--- src/rtl/out_port_fifo.sv ---
// Buffered CPU output port: DEPTH-entry FIFO drained by a device over valid/ready.
// Optional interrupt (ien/irq) is built only when OUTP_IRQ_EN is defined.
module out_port_fifo #(
  parameter  int WIDTH = 8,
  parameter  int DEPTH = 4,
  localparam int AW    = $clog2(DEPTH)
) (
  input  logic             clk,
  input  logic             rst_n,
  input  logic             ld,
  input  logic [WIDTH-1:0] data_in,
  output logic             fgo,
  output logic [WIDTH-1:0] dev_data,
  output logic             dev_valid,
  input  logic             dev_ready,
  output logic [AW:0]      count,
  output logic             overflow,
  input  logic             clr_ovf
`ifdef OUTP_IRQ_EN
  ,
  input  logic             ien,
  output logic             irq
`endif
);

  localparam logic [AW:0] FULL = (AW+1)'(DEPTH);

  logic [WIDTH-1:0] mem [DEPTH];
  logic [AW-1:0]    wr_ptr;
  logic [AW-1:0]    rd_ptr;
  logic             push;
  logic             pop;
  logic             drop;
  logic [AW:0]      count_next;

  // Handshake: a word transfers on any rising edge where dev_valid && dev_ready.
  // dev_valid is a pure function of registered occupancy (never of dev_ready),
  // and dev_data holds the head word steady until that transfer edge.
  assign pop  = dev_valid && dev_ready;
  assign push = ld && ((count != FULL) || pop);
  assign drop = ld && !push;

  always_comb begin
    count_next = count;
    if (push && !pop)
      count_next = count + (AW+1)'(1);
    else if (pop && !push)
      count_next = count - (AW+1)'(1);
  end

  always_ff @(posedge clk or negedge rst_n) begin
    if (!rst_n) begin
      for (int i = 0; i < DEPTH; i++)
        mem[i] <= '0;
      wr_ptr   <= '0;
      rd_ptr   <= '0;
      count    <= '0;
      overflow <= 1'b0;
    end else begin
      if (push) begin
        mem[wr_ptr] <= data_in;
        wr_ptr      <= wr_ptr + AW'(1);
      end
      if (pop)
        rd_ptr <= rd_ptr + AW'(1);
      count <= count_next;
      // A drop in the same cycle as clr_ovf keeps the flag set.
      if (drop)
        overflow <= 1'b1;
      else if (clr_ovf)
        overflow <= 1'b0;
    end
  end

  assign dev_valid = (count != '0);
  assign fgo       = (count != FULL);
  assign dev_data  = mem[rd_ptr];

`ifdef OUTP_IRQ_EN
  always_ff @(posedge clk or negedge rst_n) begin
    if (!rst_n)
      irq <= 1'b0;
    else
      irq <= ien && (count_next != FULL);
  end
`endif

endmodule

--- config.mk ---
export PLATFORM = sky130hd
export DESIGN_NAME = out_port_fifo
export DESIGN_NICKNAME = d
export VERILOG_FILES = /design/src/rtl/out_port_fifo.sv
export SDC_FILE = /design/constraint.sdc
export NUM_CORES = 1
export LEC_CHECK = 0
export BUFFER_PORTS_ARGS = -buffer_cell sky130_fd_sc_hd__buf_4
export CAP_MARGIN = 0
export CORE_AREA = 2 2 61 63
export CTS_BUF_LIST = sky130_fd_sc_hd__clkbuf_4
export CTS_CLUSTER_DIAMETER = 80
export CTS_CLUSTER_SIZE = 25
export DETAILED_ROUTE_END_ITERATION = 8
export DIE_AREA = 0 0 63 65
export GPL_ROUTABILITY_DRIVEN = 1
export PLACE_DENSITY = 0.81
export SLEW_MARGIN = 0
export SYNTH_ARGS = -nofsm -noshare
export SYNTH_HDL_FRONTEND = slang
export SYNTH_SLANG_ARGS = --single-unit
--- constraint.sdc ---
create_clock -name clk -period 3.4 [get_ports clk]
set_input_delay 0.51 -clock clk [delete_from_list [all_inputs] [get_ports clk]]
set_output_delay 0.51 -clock clk [all_outputs]
set_load 0.03 [all_outputs]
## After elaboration in Yosys (flattened, before gate mapping)

Index checks and enable logic that the tools add are counted.

| storage, ports and cells | value |
|---|---|
| input port bits | 13 |
| register bits after elaboration | 40 |
| word-level logic and storage cells | 40 |

| cells by class | value |
|---|---|
| equality and inequality tests | 1 |
| magnitude comparators | 3 |
| bitwise logic cells | 2 |
| reduce and logical (&&, ||, !) cells | 12 |
| muxes and demuxes | 10 |
| $add $sub $neg | 4 |

Operators by type and width:

| cell | number |
|---|---|
| bitwise mux 32 bit | 1 |
| two-way mux 8 bit | 3 |
| binary-select mux 8 bit (select 2 bit) | 1 |
| demux 8 bit (select 2 bit) | 1 |
| greater-or-equal comparator 3 bit, second input constant | 2 |
| logical AND 1 bit | 6 |
| two-way mux 3 bit | 2 |
| inverter 2 -> 3 bit | 2 |
| adder 2 x 1 -> 2 bit, second input constant | 2 |
| nonzero test 2 bit | 2 |
| adder 3 x 1 -> 3 bit, second input constant | 1 |
| less-than comparator 3 x 1 -> 1 bit, second input constant | 1 |
| != test 3 bit, second input constant | 1 |
| nonzero test 3 bit | 1 |
| subtractor 3 x 1 -> 3 bit, second input constant | 1 |
| zero test 1 bit | 2 |
| two-way mux 1 bit | 2 |
| logical OR 1 bit | 1 |

## Depth between registers and ports, before layout

Gate-level depths: netlist of run 1.

| depth | value |
|---|---|
| depth after elaboration | 8 |
| mapped depth | 9 |
| gate-level depth less buffers | 9 |

## Least setup slack after synthesis of run 1

Ideal clock, no wire load.

| timing | value |
|---|---|
| path kind | reg2reg |
| from | register count[1] |
| to | register count[2] |
| setup slack | 1.021 ns |
| path buffers | 0 |
| library setup time | 0.081 ns |
| required time | 3.319 ns |
| data arrival time | 2.299 ns |
| cell stages (with the launch flop) | 9 |
| cell sequence | dfrtp_1 or3_2 nand2_1 ha_1 inv_1 fa_1 xor2_1 nor2_1 xor2_1 |

| on the way | value |
|---|---|
| longest elaborated chain between the ends | 7 |
| elaborated cells between the ends (all ways) | 14 |
| classes of those cells | 2 x add/sub; 1 x eq/ne; 2 x mux; 9 x reduce/logical |

Ends and longest elaborated chain:

| element | RTL line | source |
|---|---|---|
| from (decl) | 16 | `output logic [AW:0] count,` |
| from (signal assigned) | 66 | `count <= count_next;` |
| nonzero test 3 bit * | 75 | `assign dev_valid = (count != '0);` |
| via dev_valid | 14 | `output logic dev_valid,` |
| logical AND 1 bit * | 39 | `assign pop = dev_valid && dev_ready;` |
| logical OR 1 bit | 40 | `assign push = ld && ((count != FULL) \|\| pop);` |
| logical AND 1 bit | 40 |  |
| zero test 1 bit | 47 | `else if (pop && !push)` |
| logical AND 1 bit | 47 |  |
| nonzero test 2 bit (no source line) | -- |  |

The timed path passes the listed nets; every way through them passes the cells marked *. The select of a mux whose other input is x is not followed.
A chain may end at the register's enable or synchronous reset.

## Final worst setup path of run 1

| timing | value |
|---|---|
| from | register rd_ptr[0] |
| to | output port dev_data[5] |

| on the way | value |
|---|---|
| longest elaborated chain between the ends | 4 |

Ends and longest elaborated chain:

| element | RTL line | source |
|---|---|---|
| from (decl) | 30 | `logic [AW-1:0] rd_ptr;` |
| from (signal assigned) | 65 | `rd_ptr <= rd_ptr + AW'(1);` |
| inverter 2 -> 3 bit (not written as such) | 77 | `assign dev_data = mem[rd_ptr];` |
| binary-select mux 8 bit (select 2 bit) | 77 |  |
| two-way mux 8 bit (not written as such) (2 in a row) | 77 |  |
| to (decl) | 13 | `output logic [WIDTH-1:0] dev_data,` |

No other way between the ends. The select of a mux whose other input is x is not followed.

==> impl_metrics.yaml, run 1 <==
status:
  outcome: "finished, final reports clean"
clock_tree:
  insertion_delay_ns: 0.33
  cts-root-buf: "clkbuf_4"
  cts_tree: "built"
  cts.htree.levels: 2
  hold_buffers: 0
  cts_resized: 0
  numCtsBuffers: 5
  clkTransAtPathRegs_ns: 0.11
  cts_setup_buffers: 0
  cts.sinks: 40
  cts_max_path_buffers: 2
floorplan:
  row_count: 22
  die_x_um: 63
  die_h_um: 65
  boundaryPins: 27
  core_um2: 3500
  start_util_pct: 57.0
  dieArea_um2: 4100
global_route:
  grt-ovfl-total: 0
  first_global_vias: 1156
  grt_max_degree: 41
  grt_pass1_wl_um: 5820
  antenna_found_initial: 0
  grt_use_total_pct: 19.1
logic_synthesis:
  syn-cell-area_um2: 1990
  synth_area_leader_cell: "dfrtp_1"
  synth-seq-area-share_pct: 50.3
  yosysWarnings: 0
  synthDistinctLibCells: 19
  syn-instance-count: 119
  ys_seq_elements: 40
  synth_area_leaders: "dfrtp_1, mux2_4, mux4_2"
  avgSynthCellArea_um2: 16.7
  synth_nets: 138
  synth_top_area_share_pct: 50.3
critical_path:
  endpoint_kind: "output port"
  cp_data_required_time_ns: 2.89
  r2r_cells: 7
  path_max_fanout: 10
  start_kind: "flip-flop"
  worstPathArrival_ns: 1.85
  rr_startpoint: "count[1]"
  ff2ff_setup_slack_ns: 1.05
  rr_endpoint: "count[1]"
  critical_path_class: "flip-flop to output port"
layout:
  utilization_pct: 64.4
  stdcell_area_um2: 2250
  area_growth_syn_to_layout_pct: 12.9
  fin_nets: 165
  antenna_cells: 0
  drive_above_1_share_pct: 55.1
timing:
  worst_pin_slew_ns: 0.606
  slew_headroom_pct: 59.6
  slew_violations: 0
  fin_crit_sh_pct: 69.3
  fin_tns_setup_ns: 0
  rsz0062_at_grt: "no"
  hold_violations: 0
  final.min_clock_period_ns: 2.36
  max_freq_mhz: 425
  setup_viol: 0
  skew_ns: 0.00892
route:
  num_vias: 1047
  vias_per_cell: 5.37
  drt_first_pass_iters: 4
  remaining_drc_errors: 0
  first_iter_violations: 20
  routed_wl_um: 3420
  wl_per_cell_um: 17.6
  ant_nets: 0
power_and_ir_drop:
  power_frac_seq_pct: 37.8
  vdd_drop_max_mv: 0.513
  power.share.clock_pct: 9.7
  p_sw_uw: 910
  leakage_uw: 0.00105
  p_sw_share_pct: 37.0
  combinationalPowerShare_pct: 52.5
  p_int_uw: 1550
  cellPowerDensity_nw_per_um2: 1090
place:
  post_dp_cell_area_um2: 2190
  dp.final_hpwl_um: 2430
  io_buffers: 26
  place_congestion: 0.750
worst_hold_path:
  hold_path_class: "input pin to async pin"
flow_run:
  cap_violations: 0
==> power by group through the flow <==
stage	clock [uW]	combinational (uW)	sequential (uW)
floorplan	0	1030	876
global placement	0	1260	918
detailed placement	0	1300	941
CTS	243	1310	934
global route	263	1370	970
finish	239	1290	929
==> synthesized netlist by cell type <==
| cell | count |
|---|---|
| dfrtp_1 | 40 |
| mux2_4 | 32 |
| mux4_2 | 8 |
| inv_1 | 6 |
| ha_1 | 5 |
| and3_4 | 4 |
| buf_6 | 4 |
| xnor2_1 | 4 |
| nand2_1 | 3 |
| mux2_2 | 2 |
| nor2_1 | 2 |
| xor2_1 | 2 |
| buf_1 | 1 |
| buf_2 | 1 |
| fa_1 | 1 |
| nand3_1 | 1 |
| o22ai_1 | 1 |
| or3_2 | 1 |
| or4b_4 | 1 |
==> per-layer routing <==
| layer | vias to the layer above | GRT usage (%) | wire length (um) |
|---|---|---|---|
| li1 | 475 | - | - |
| met1 | 542 | 24.3 | 1520 |
| met2 | 23 | 32.3 | 1750 |
| met3 | 7 | 4.51 | 107 |
| met4 | 0 | 6.67 | 50 |
| met5 | - | 0 | 0 |
==> how the worst max path moves through the flow <==
stage	from	endpoint
CTS	rd_ptr[0]	dev_data[0]
global placement	dev_ready	count[1]
finish	rd_ptr[0]	dev_data[5]
detailed placement	dev_ready	count[1]
global route	rd_ptr[0]	dev_data[0]
floorplan	count[1]	count[2]
==> metrics by stage <==
step	instances	total power [uW]	setup WS, ns	hold slack, ns
floorplan	119	1900	1.02	0.214
global placement	187	2180	0.998	0.486
detailed placement	187	2250	0.946	0.490
CTS	195	2490	0.989	0.135
global route	195	2600	0.920	0.148
finish	195	2460	1.04	0.122
==> critical path, stage by stage (launching register included) <==
cell and delay, ns:
dfrtp_1 0.75, mux4_2 0.58, buf_4 0.18
==> registers in the layout (all words and copies together) (netlist names) <==
register  cells
mem          32
count         3
rd_ptr        2
wr_ptr        2
overflow      1
==> layout make-up <==
| cell class | count | area, um2 |
|---|---|---|
| clock inverter | 1 | 3.75 |
| tap | 48 | 60.1 |
| clock buffer | 7 | 52.6 |
| sequential | 40 | 1000 |
| fill | 270 | 1250 |
| multi-input combinational | 67 | 915 |
| inverter | 6 | 22.5 |
| timing repair buffer | 26 | 195 |
==> cells by family (layout without fill, tap and decap cells) <==
kind of cell	count (synthesis)	in the layout	synth area share (%)
mux	42	42	34.3
xor+xnor	6	6	2.64
buf+inv	12	40	3.83
flops	40	40	50.3
fa+ha+maj	6	6	4.15
compound gates	1	1	0.314
simple gates	12	12	4.52
==> cell usage in the layout, fill, tap and decap left out, types with 3 or more instances in the layout <==
master | Yosys | final
inv_1 | 6 | 6
clkbuf_4 | 0 | 7
mux4_2 | 8 | 8
xnor2_1 | 4 | 4
dfrtp_1 | 40 | 40
buf_4 | 0 | 26
ha_1 | 5 | 5
nand2_1 | 3 | 3
mux2_4 | 32 | 32
and3_4 | 4 | 4
No activity file was read; power rests on OpenSTA's default activity.
==> inputs of run 2 (changes only) <==
--- a/config.mk
+++ b/config.mk
@@ -7,14 +7,14 @@
 export LEC_CHECK = 0
 export BUFFER_PORTS_ARGS = -buffer_cell sky130_fd_sc_hd__buf_4
 export CAP_MARGIN = 0
-export CORE_AREA = 2 2 61 63
+export CORE_AREA = 2 2 62 64
 export CTS_BUF_LIST = sky130_fd_sc_hd__clkbuf_4
 export CTS_CLUSTER_DIAMETER = 80
 export CTS_CLUSTER_SIZE = 25
 export DETAILED_ROUTE_END_ITERATION = 8
-export DIE_AREA = 0 0 63 65
+export DIE_AREA = 0 0 64 66
 export GPL_ROUTABILITY_DRIVEN = 1
-export PLACE_DENSITY = 0.81
+export PLACE_DENSITY = 0.78
 export SLEW_MARGIN = 0
 export SYNTH_ARGS = -nofsm -noshare
 export SYNTH_HDL_FRONTEND = slang
==> constraint.sdc (replaced) <==
create_clock -name clk -period 2.4 [get_ports clk]
set_input_delay 0.36 -clock clk [delete_from_list [all_inputs] [get_ports clk]]
set_output_delay 0.36 -clock clk [all_outputs]
set_load 0.03 [all_outputs]
==> impl_metrics.yaml, run 2 (synthesis gave the netlist of run 1 again) <==
clock_tree:
  clkTransAtPathRegs_ns: 0.10
  cts.htree.levels: 2
  cts_tree: "built"
  cts_max_path_buffers: 2
  insertion_delay_ns: 0.34
  numCtsBuffers: 5
  cts_setup_buffers: 0
  cts-root-buf: "clkbuf_4"
  cts.sinks: 40
timing:
  skew_ns: 0.00838
  max_freq_mhz: 441
  fin_crit_sh_pct: 94.6
  hold_violations: 0
  slew_headroom_pct: 62.0
  final.min_clock_period_ns: 2.27
  slew_violations: 0
  rsz0062_at_grt: "no"
  setup_viol: 0
  worst_pin_slew_ns: 0.570
  fin_tns_setup_ns: 0
  whs_ns: 0.203
global_route:
  first_global_vias: 1180
  grt_use_total_pct: 19.3
  grt_max_degree: 41
  grt_pass1_wl_um: 6040
  grt-ovfl-total: 0
  antenna_found_initial: 0
floorplan:
  die_x_um: 64
  die_h_um: 66
  dieArea_um2: 4220
  start_util_pct: 56.1
  row_count: 22
  boundaryPins: 27
  core_um2: 3550
layout:
  largest-register: "mem"
  fin_nets: 167
  final_common_cell: "dfrtp_1"
  drive_above_1_share_pct: 57.0
  largest_register_ffs: 32
  largestRegisters: "mem (32), count (3)"
  antenna_cells: 0
  area_growth_syn_to_layout_pct: 14.1
  final_cell_mix: "dfrtp_1, mux2_4, buf_4"
  fin_cells: 197
route:
  routed_wl_um: 3370
  first_iter_violations: 37
  vias_per_cell: 5.36
  ant_nets: 0
  wl_per_cell_um: 17.1
  remaining_drc_errors: 0
  drt_first_pass_iters: 4
  num_vias: 1055
critical_path:
  worstPathArrival_ns: 2.50
  cp_data_required_time_ns: 2.63
  endpoint_kind: "flip-flop"
  critical_path_class: "flip-flop to flip-flop"
  path_max_fanout: 6
  start_kind: "flip-flop"
place:
  io_buffers: 26
  dp.final_hpwl_um: 2390
  place_congestion: 0.793
  dp_cells: 188
power_and_ir_drop:
  vdd_drop_max_mv: 0.930
  leakage_uw: 0.00105
  cellPowerDensity_nw_per_um2: 1540
flow_run:
  cap_violations: 0
worst_hold_path:
  hold_path_class: "input pin to flip-flop"
status:
  outcome: "finished, final reports clean"
==> run 2: repair_timing <==
item | CTS | global route
endpoints found under the setup margin | 0 | 1
resized for setup | 0 | 3
hold endpoints to repair | 40 | 0
hold buffers | 1 | 0
==> run 2: routing by layer <==
metal | GRT usage (%) | part of all wire, %
met1 | 25.4 | 45
met5 | 0 | 0
met4 | 4.08 | 1.0
met2 | 31.6 | 49
met3 | 5.96 | 4.9
==> run 2: final cells by class <==
cell class / instances / area, um2
fill: 277 / 1280
multi-input combinational: 67 / 917
clock buffer: 7 / 52.6
clock inverter: 1 / 3.75
timing repair buffer: 28 / 213
inverter: 6 / 22.5
tap: 48 / 60.1
sequential: 40 / 1000
==> run 2: stage by stage <==
| stage | total power (uW) | cell area (um2) | worst slack, ns | utilization (%) |
|---|---|---|---|---|
| 2_1_floorplan | 2700 | 1990 | 0.0205 | - |
| 3_3_place_gp | 3110 | 2200 | 0.136 | 62.0 |
| 3_5_place_dp | 3190 | 2200 | 0.0772 | 62.0 |
| 4_1_cts | 3540 | 2270 | 0.0528 | 63.8 |
| 5_1_grt | 3730 | 2270 | 0.0175 | 64.0 |
| 6_report | 3500 | 2270 | 0.130 | 64.0 |
==> run 2: worst paths after layout <==
| kind | startpoint | to | slack (ns) | cells after the start |
|---|---|---|---|---|
| setup reg to reg | count[0] | count[1] | 0.13 | 7 |
| setup / recovery | count[0] | count[1] | 0.13 | 7 |
| hold reg to reg | mem[13] | mem[13] | 0.52 | 1 |
| hold / removal | clr_ovf | overflow | 0.20 | 2 |
| max in group asynchronous | rst_n | count[1] | 1.51 | 2 |
| min in group asynchronous | rst_n | mem[31] | 0.52 | 2 |
==> run 2: critical path, cell delays in order, from the launching register on <==
cell and delay [ns]:
dfrtp_2 0.47, or4b_4 0.58, nand2_2 0.12, inv_1 0.05
ha_1 0.21, inv_1 0.07, fa_1 0.40, mux2_2 0.27
==> run 2: power by group <==
part	leakage [uW]	internal [uW]	switching (uW)	total, uW
logic	0.000547	1050	783	1840
clock network	0.0000338	135	198	333
registers	0.000473	1020	304	1330
==> inputs of run 3 (changes only) <==
--- a/config.mk
+++ b/config.mk
@@ -5,16 +5,17 @@
 export SDC_FILE = /design/constraint.sdc
 export NUM_CORES = 1
 export LEC_CHECK = 0
+export ABC_AREA = 1
 export BUFFER_PORTS_ARGS = -buffer_cell sky130_fd_sc_hd__buf_4
 export CAP_MARGIN = 0
-export CORE_AREA = 2 2 62 64
+export CORE_AREA = 2 2 63 65
 export CTS_BUF_LIST = sky130_fd_sc_hd__clkbuf_4
 export CTS_CLUSTER_DIAMETER = 80
 export CTS_CLUSTER_SIZE = 25
 export DETAILED_ROUTE_END_ITERATION = 8
-export DIE_AREA = 0 0 64 66
+export DIE_AREA = 0 0 65 67
 export GPL_ROUTABILITY_DRIVEN = 1
-export PLACE_DENSITY = 0.78
+export PLACE_DENSITY = 0.79
 export SLEW_MARGIN = 0
 export SYNTH_ARGS = -nofsm -noshare
 export SYNTH_HDL_FRONTEND = slang
==> impl_metrics.yaml, run 3 <==
critical_path:
  rr_startpoint: "count[0]"
  crit_buf_inv: 2
  r2r_cells: 10
  worstPathArrival_ns: 1.69
  cp_data_required_time_ns: 2.04
  path_max_fanout: 17
  path_cells: "inv_1 -> o21ai_0 -> o22ai_1 -> buf_4"
  critical_path_class: "flip-flop to output port"
  cpPeakStageDelay_ns: 0.43
  cp_num_cells: 4
  cp_top_family: "buffers and inverters"
  ff2ff_setup_slack_ns: 0.47
  rr_endpoint: "count[2]"
  start_kind: "flip-flop"
  endpoint_kind: "output port"
  cp_slowest_cell: "inv_1"
timing:
  fin_crit_sh_pct: 85.6
  max_freq_mhz: 487
  rsz0062_at_grt: "no"
  slew_violations: 0
  hold_violations: 0
  worst_pin_slew_ns: 0.574
  slew_headroom_pct: 61.7
  setup_viol: 0
  skew_ns: 0.00827
  final.min_clock_period_ns: 2.05
  fin_tns_setup_ns: 0
logic_synthesis:
  syn-instance-count: 239
  synth_nets: 258
  ys_top_cells_by_count: "nand2_1, dfrtp_1, nand4_1"
  synth_area_leaders: "dfrtp_1, nand2_1, nand4_1"
  synth_edf_count: 0
  syn-cell-area_um2: 2080
  yosysMostFrequentCell: "nand2_1"
  synth_top_area_share_pct: 48.1
  ys_seq_elements: 40
  avgSynthCellArea_um2: 8.71
  synth-seq-area-share_pct: 48.1
  synthDistinctLibCells: 22
  synthArstFlopShare_pct: 100
  synth_area_leader_cell: "dfrtp_1"
  yosysWarnings: 0
  ys.flop_type: "dfrtp_1"
power_and_ir_drop:
  leakage_uw: 0.00119
  power_frac_seq_pct: 35.1
  vdd_drop_max_mv: 0.831
  p_sw_uw: 1580
  p_int_uw: 1840
  p_sw_share_pct: 46.2
  power.share.clock_pct: 12.6
  cellPowerDensity_nw_per_um2: 1470
  combinationalPowerShare_pct: 52.3
floorplan:
  die_h_um: 67
  die_x_um: 65
  start_util_pct: 57.7
  boundaryPins: 27
  dieArea_um2: 4360
  core_um2: 3610
  row_count: 22
place:
  place_congestion: 0.798
  post_dp_cell_area_um2: 2230
  dp.final_hpwl_um: 2960
  io_buffers: 26
clock_tree:
  cts_tree: "built"
  cts-root-buf: "clkbuf_4"
  insertion_delay_ns: 0.34
  cts_resized: 0
  clkTransAtPathRegs_ns: 0.12
  cts.htree.levels: 2
  cts_max_path_buffers: 2
  cts.sinks: 40
  numCtsBuffers: 5
layout:
  antenna_cells: 0
  largest-register: "mem"
  stdcell_area_um2: 2320
  drive_above_1_share_pct: 16.3
  area_growth_syn_to_layout_pct: 11.4
  fin_nets: 281
  largest_register_ffs: 32
  final_common_cell: "nand2_1"
  final_cell_mix: "nand2_1, dfrtp_1, nand4_1"
  largestRegisters: "mem (32), count (3)"
worst_hold_path:
  hold_path_class: "input pin to flip-flop"
  min_from: "clr_ovf"
  hold_end: "overflow"
  holdPathStages: 2
global_route:
  first_global_vias: 1654
  antenna_found_initial: 0
  grt_max_degree: 41
  grt-ovfl-total: 0
  grt_pass1_wl_um: 8050
  grt_use_total_pct: 24.9
route:
  vias_per_cell: 5.57
  drt_first_pass_iters: 4
  ant_nets: 0
  routed_wl_um: 4730
  wl_per_cell_um: 15.2
  remaining_drc_errors: 0
  num_vias: 1731
  first_iter_violations: 237
flow_run:
  cap_violations: 0
status:
  outcome: "finished, final reports clean"
run 3: cell types whose count changed after synthesis, sizes merged, moves of 2 or more:
| cell | delta |
|---|---|
| o21ai | +17 |
| xnor2 | -2 |
| o22ai | +8 |
| mux2 | -34 |
| nand4 | +32 |
| inv | +6 |
| buf | +8 |
| mux4 | -8 |
| nor2 | +15 |
| nand2 | +76 |
| clkbuf | +2 |
| and3 | -4 |
| nand3 | +6 |
run 3: stage by stage:
step                      util [%]  worst slack, ns  hold WS (ns)  std cells  power (uW)
after global placement        61.9            0.591         0.368        302        2960
after CTS                     64.3            0.316         0.199        311        3440
after global routing          64.3            0.208         0.193        311        3690
after detailed placement      61.9            0.470         0.366        302        3010
final                         64.3            0.346         0.204        311        3410
after floorplan                  -            0.282        0.0644        239        2480
run 3: worst max path at each step:
stage,start,endpoint,slack [ns]
after floorplan,count[1],count[2],0.28
after global placement,count[1],count[2],0.59
after detailed placement,count[0],count[2],0.47
after CTS,rd_ptr[0],dev_data[1],0.32
after global routing,rd_ptr[0],dev_data[5],0.21
final,rd_ptr[0],dev_data[1],0.35
run 3: worst reg2reg max path, stage by stage, from the launching register on:
cell and delay (ns):
dfrtp_1 0.47, nor2_2 0.17, nand2_1 0.10, nand2_1 0.15
ha_1 0.19, inv_1 0.07, fa_1 0.38, inv_1 0.07
nand2_1 0.04, nand3_1 0.09, xor2_1 0.14
run 3: power groups by stage:
stage / combinational (uW) / sequential [uW] / clock (uW)
CTS: 1800 / 1200 / 440
global route: 1990 / 1240 / 467
global placement: 1770 / 1190 / 0
floorplan: 1290 / 1200 / 0
detailed placement: 1800 / 1210 / 0
finish: 1790 / 1200 / 429
run 3: logic make-up after synthesis:
| logic type | share of synthesized area [%] |
|---|---|
| AOI/OAI and AO/OA | 7.10 |
| xor gates and xnor gates | 1.68 |
| adders and majority gates | 3.97 |
| buffers and inverters | 8.96 |
| DFF | 48.1 |
| and+or+nand+nor | 30.2 |
run 3: timing repair:
action	CTS	global route
hold buffers	1	0
setup endpoints to repair	0	0
endpoints found under the hold margin	40	0
setup buffers	0	0
run 3: layout make-up:
cell class              instances  area [um2]
flip-flops and latches         40        1000
multi-input cells             171         893
clock buffers                   5        37.5
inverters                      12        45.0
clock inverters                 3        37.5
repair buffers                 32         243
fillers                       338        1290
well taps                      48        60.1
run 3: routing by layer:
layer  GRT usage (%)  up-vias  share of wire, %
met3            4.39        7               5.8
met2            39.9       43                49
met1            34.2      831                44
met4            8.24        0               1.3
li1                -      850                 -
met5               0        -                 0
